### src/rtl/param_connection_block.sv
// Connection block: pass-through routing tracks plus configurable track-select muxes into the CLB pins.
// Double-buffered scan config: serial shadow chain, length-checked commit into the active config.
module param_connection_block #(
  parameter int CHANNEL_WIDTH = 8,
  parameter int NUM_PINS_A    = 2,
  parameter int NUM_PINS_B    = 2
) (
  input  logic                       scan_clk,
  input  logic                       scan_rst_n,
  input  logic [CHANNEL_WIDTH/2-1:0] a_in,
  input  logic [CHANNEL_WIDTH/2-1:0] b_in,
  output logic [CHANNEL_WIDTH/2-1:0] a_out,
  output logic [CHANNEL_WIDTH/2-1:0] b_out,
  output logic [NUM_PINS_A-1:0]      pin_a,
  output logic [NUM_PINS_B-1:0]      pin_b,
  input  logic                       scan_in,
  input  logic                       scan_en,
  input  logic                       cfg_commit,
  output logic                       scan_out,
  output logic                       cfg_valid,
  output logic                       cfg_err
);

  localparam int HALF     = CHANNEL_WIDTH / 2;
  localparam int SEL_W    = $clog2(CHANNEL_WIDTH);
  localparam int FLD_W    = SEL_W + 1;
  localparam int NUM_PINS = NUM_PINS_A + NUM_PINS_B;
  localparam int CFG_BITS = NUM_PINS * FLD_W;
  localparam int CNT_W    = $clog2(CFG_BITS + 2);

  localparam logic [CNT_W-1:0] CNT_MAX    = {CNT_W{1'b1}};
  localparam logic [CNT_W-1:0] CFG_BITS_C = CNT_W'(CFG_BITS);
  localparam logic [SEL_W:0]   CW_L       = (SEL_W + 1)'(CHANNEL_WIDTH);

  typedef enum logic [1:0] {
    UNCFG  = 2'd0,
    SHIFT  = 2'd1,
    ACTIVE = 2'd2
  } state_t;

  state_t              state_q, state_d;
  logic [CFG_BITS-1:0] shadow_q, shadow_d;
  logic [CFG_BITS-1:0] active_q, active_d;
  logic [CNT_W-1:0]    cnt_q, cnt_d;
  logic                cfg_valid_q, cfg_valid_d;
  logic                cfg_err_q, cfg_err_d;

  logic [CHANNEL_WIDTH-1:0] trk;
  logic [NUM_PINS-1:0]      pins;
  logic [FLD_W-1:0]         fld;

  // Tracks interleave directions so a track index's LSB picks the side it came from.
  for (genvar i = 0; i < HALF; i++) begin : g_trk
    assign trk[2*i]   = a_in[i];
    assign trk[2*i+1] = b_in[i];
  end

  assign b_out = a_in;
  assign a_out = b_in;

  always_comb begin
    pins = '0;
    fld  = '0;
    for (int k = 0; k < NUM_PINS; k++) begin
      fld = active_q[k*FLD_W +: FLD_W];
      if (cfg_valid_q && fld[FLD_W-1] && ({1'b0, fld[SEL_W-1:0]} < CW_L)) begin
        pins[k] = trk[fld[SEL_W-1:0]];
      end
    end
  end

  assign pin_a     = pins[NUM_PINS_A-1:0];
  assign pin_b     = pins[NUM_PINS-1:NUM_PINS_A];
  assign scan_out  = shadow_q[CFG_BITS-1];
  assign cfg_valid = cfg_valid_q;
  assign cfg_err   = cfg_err_q;

  always_comb begin
    state_d     = state_q;
    shadow_d    = shadow_q;
    active_d    = active_q;
    cnt_d       = cnt_q;
    cfg_valid_d = cfg_valid_q;
    cfg_err_d   = cfg_err_q;
    if (scan_en) begin
      // Shift takes priority over a coincident commit.
      shadow_d = {shadow_q[CFG_BITS-2:0], scan_in};
      cnt_d    = (cnt_q == CNT_MAX) ? cnt_q : cnt_q + 1'b1;
      state_d  = SHIFT;
    end else if (cfg_commit && (state_q == SHIFT)) begin
      cnt_d = '0;
      if (cnt_q == CFG_BITS_C) begin
        active_d    = shadow_q;
        cfg_valid_d = 1'b1;
        cfg_err_d   = 1'b0;
        state_d     = ACTIVE;
      end else begin
        cfg_err_d = 1'b1;
        state_d   = cfg_valid_q ? ACTIVE : UNCFG;
      end
    end
  end

  always_ff @(posedge scan_clk or negedge scan_rst_n) begin
    if (!scan_rst_n) begin
      state_q     <= UNCFG;
      shadow_q    <= '0;
      active_q    <= '0;
      cnt_q       <= '0;
      cfg_valid_q <= 1'b0;
      cfg_err_q   <= 1'b0;
    end else begin
      state_q     <= state_d;
      shadow_q    <= shadow_d;
      active_q    <= active_d;
      cnt_q       <= cnt_d;
      cfg_valid_q <= cfg_valid_d;
      cfg_err_q   <= cfg_err_d;
    end
  end

endmodule

### config.mk
export PLATFORM = sky130hd
export DESIGN_NAME = param_connection_block
export DESIGN_NICKNAME = d
export VERILOG_FILES = /design/src/rtl/param_connection_block.sv
export SDC_FILE = /design/constraint.sdc
export NUM_CORES = 1
export LEC_CHECK = 0
export CAP_MARGIN = 20
export CORE_ASPECT_RATIO = 1.1
export CORE_MARGIN = 4
export CORE_UTILIZATION = 48
export DETAILED_ROUTE_END_ITERATION = 16
export PLACE_DENSITY_LB_ADDON = 0.2
export SYNTH_ARGS = -nofsm -noshare
export SYNTH_HDL_FRONTEND = slang
export SYNTH_SLANG_ARGS = --single-unit
export TNS_END_PERCENT = 20
### constraint.sdc
create_clock -name scan_clk -period 1.5 [get_ports scan_clk]
set_input_delay 0.3 -clock scan_clk [delete_from_list [all_inputs] [get_ports scan_clk]]
set_output_delay 0.3 -clock scan_clk [all_outputs]
set_load 0.02 [all_outputs]
==> run metrics <==
CP Capture Type output port; final global-route overflow total 0; Post-Synth Simple-Gate Area 6.29%; final WL 4310 um; Critical Path RT approximately 1200 ps; Area contributors post-synth dfrtp_1 52%, mux2_2 16%, mux2_4 6.0%; relative max-transition margin between 70% and 80%; P per Cell Area between 1000 and 1500 nW/um^2; register area share after synthesis approximately half; Fin Hold WS about 480 ps; setup skew after layout a little over 6 ps; largest net degree at the start of global routing 25; YS warnings 0; first-pass GRT wire length slightly above 7000 um; worst skew pair latency between 200 and 300 ps; multiplexer share of the synthesized area between 20% and 30%; Buffers on Ports 27; Tot GR Track Use between 10% and 20%; number of I/O pins 28; Clock Pin Slew Worst Setup and Hold Paths around 80 ps; Rows 24; clk sinks 41; CTS tree yes; count leader, synth dfrtp_1; list of most frequent post-synthesis cells 41 x dfrtp_1, 28 x mux2_2, 9 x buf_4; drt drc 0; Vias approximately 1,300; HPWL after DPL about 3000 um; Critical R2R Capture active_q[3]$_DFFE_PN0P_; final period utilization 124%; Synth area leader dfrtp_1; R2R setup slack 0 ps; Final ANT Viol Nets 0; layout cells sized above 1 54.6%; Clock Power Share 29.2%; Mapped Nets 160; area share of the largest cell type after synthesis just over 50%; Post-synth EDFFs 0; unrepaired setup endpoints after global routing true; Final WS setup -360 ps; worst r2r src cnt_q[1]$_DFFE_PN0P_; CTS H-Tree Depth 2; Worst-Margin Slew roughly 440 ps; Comb power frac a little over a fifth; Syn Inst Count between 100 and 150; fin area 2690 um^2; fill count around 300; Placed Area 2420 um^2; crit path kind register to output port; Initial Util 49.8%; Chip Width roughly 69 um; post-layout min period approximately 1900 ps; DR vias/cell roughly 5.3; DIE AREA 5240 um^2; Syn Area/Cell 13.8 um^2; P_int roughly 2300 uW; Routed WL per cell about 18 um; Peak VDD IR around 0.0007 V; synthesized area 1990 um^2; vias in the first global route 1,432; core area around 4000 um^2; Setup TNS Final -1350 ps; clock buffers created by TritonCTS 5; Synth Area in Compound Gates roughly 5.3%; final setup fails 11; Async S/R FF share, synth 100%; Max clock buf depth 2; Main synth FF type dfrtp_1; area share of fa/ha/maj cells after synthesis around 1.9%; final hold vios 0; First DRT Iteration DRCs 72; failing checks setup timing; DP Worst Slack -1000 ps; NetSw ~860 uW; synthesis-to-layout area growth 35.3%; Cells after DPL roughly 230; crit-path max FO 3; initial antenna violation count 0; largest family of logic cells by synthesized area multiplexers; First-pass DRT Iterations 4; Worst R2R Path Depth 5; Net Sw Frac between 20% and 30%; Worst setup SP type register; Cell variety after synth 27; worst hold path class primary input to asynchronous set/reset pin; status finished, violations left; Final Non-Filler Cells about 250; Routability Congestion about 0.75; post-synthesis xor/xnor area fraction less than 1%; Die Height ~76 um; Flop pwr share between 40 and 50%; max-cap viol count 0; post-synthesis register bit count just over 40; Pleak 0.00124 uW; fin nets 209; crit path DAT around 1600 ps; Final Max Tran Viols 0; n_diodes 0; FMAX roughly 0.54 GHz; clock root buffer clkbuf_8
-- power groups by stage --
stage | clock network (uW) | logic [uW] | registers (uW)
after CTS | 934 | 634 | 1560
final | 917 | 659 | 1560
after detailed placement | 0 | 624 | 1570
after global placement | 0 | 601 | 1550
after global routing | 987 | 726 | 1600
after floorplan | 0 | 364 | 1530
-- timing repair --
item	CTS	global route
hold endpoints to repair	17	0
hold buffers	1	0
pin swaps	4	3
setup buffers	3	0
endpoints found under the setup margin	36	27
cloned	0	2
resized for setup	61	17
-- flip-flops by register name (all words and copies together) (netlist names) --
name	flops
shadow_q	16
active_q	16
cfg_err	1
cnt_q	5
cfg_valid	1
state_q	2
-- how the worst max path moves through the flow --
stage                       startpoint  endpoint  depth (start not counted)
4_1_cts        active_q[5]$_DFFE_PN0P_  pin_a[1]                          5
3_5_place_dp                   a_in[0]  pin_b[0]                          5
2_1_floorplan  active_q[1]$_DFFE_PN0P_  pin_a[0]                          3
5_1_grt        active_q[0]$_DFFE_PN0P_  pin_a[0]                          4
6_report       active_q[1]$_DFFE_PN0P_  pin_a[0]                          5
3_3_place_gp                   a_in[0]  pin_a[0]                          5
-- worst max-delay path: stages, from the launching register on --
cell,delay [ps]
dfrtp_1,390
buf_4,150
mux4_2,230
nor2_2,40
a311oi_2,270
buf_4,190
-- layout make-up --
type	count	area, um^2	area share (%)
Sequential cell	41	1030	38.2
Inverter	7	26.3	0.976
Tap cell	52	65.1	2.42
Multi-Input combinational cell	86	1020	37.9
Clock buffer	6	82.6	3.07
Clock inverter	2	37.5	1.39
Timing Repair Buffer	52	433	16.1
-- logic make-up (layout without fill, tap and decap cells) --
family | Yosys count | in the layout
xor gates and xnor gates | 1 | 1
AOI/OAI and AO/OA | 14 | 14
buffers and inverters | 19 | 67
DFF | 41 | 41
muxes | 45 | 45
adders and majority gates | 3 | 3
and+or+nand+nor | 21 | 23
-- layout by cell type, fill, tap and decap left out, types with 2 or more instances in the layout --
cell	netlist	routed
ha_4	0	2
o311ai_4	0	2
nand2b_1	3	3
nand2_1	3	3
nor2_2	0	3
buf_2	0	2
o21ai_0	4	4
inv_1	7	5
buf_4	9	30
nand2_4	1	2
mux2_4	8	10
and4bb_4	0	2
mux4_2	4	4
a311oi_2	0	4
dlygate4sd2_1	0	13
nor2_1	7	3
dfrtp_1	41	40
mux2_2	28	26
clkdlybuf4s50_1	0	3
mux2i_1	5	5
clkbuf_8	0	6
inv_2	0	2
-- stage by stage --
| step | utilization [%] | power (uW) |
|---|---|---|
| after floorplan | - | 1890 |
| after global placement | 60.5 | 2150 |
| after detailed placement | 60.5 | 2190 |
| after CTS | 65.4 | 3120 |
| after global routing | 67.4 | 3320 |
| final | 67.4 | 3140 |
-- per-layer routing --
metal | wire, um | up-vias | global-route usage, %
li1 | - | 609 | -
met2 | 2280 | 27 | 32.8
met1 | 1810 | 668 | 19.8
met3 | 163 | 6 | 4.75
met5 | 0 | - | 0
met4 | 53 | 0 | 7.16
(Power assumes the default switching activity.)
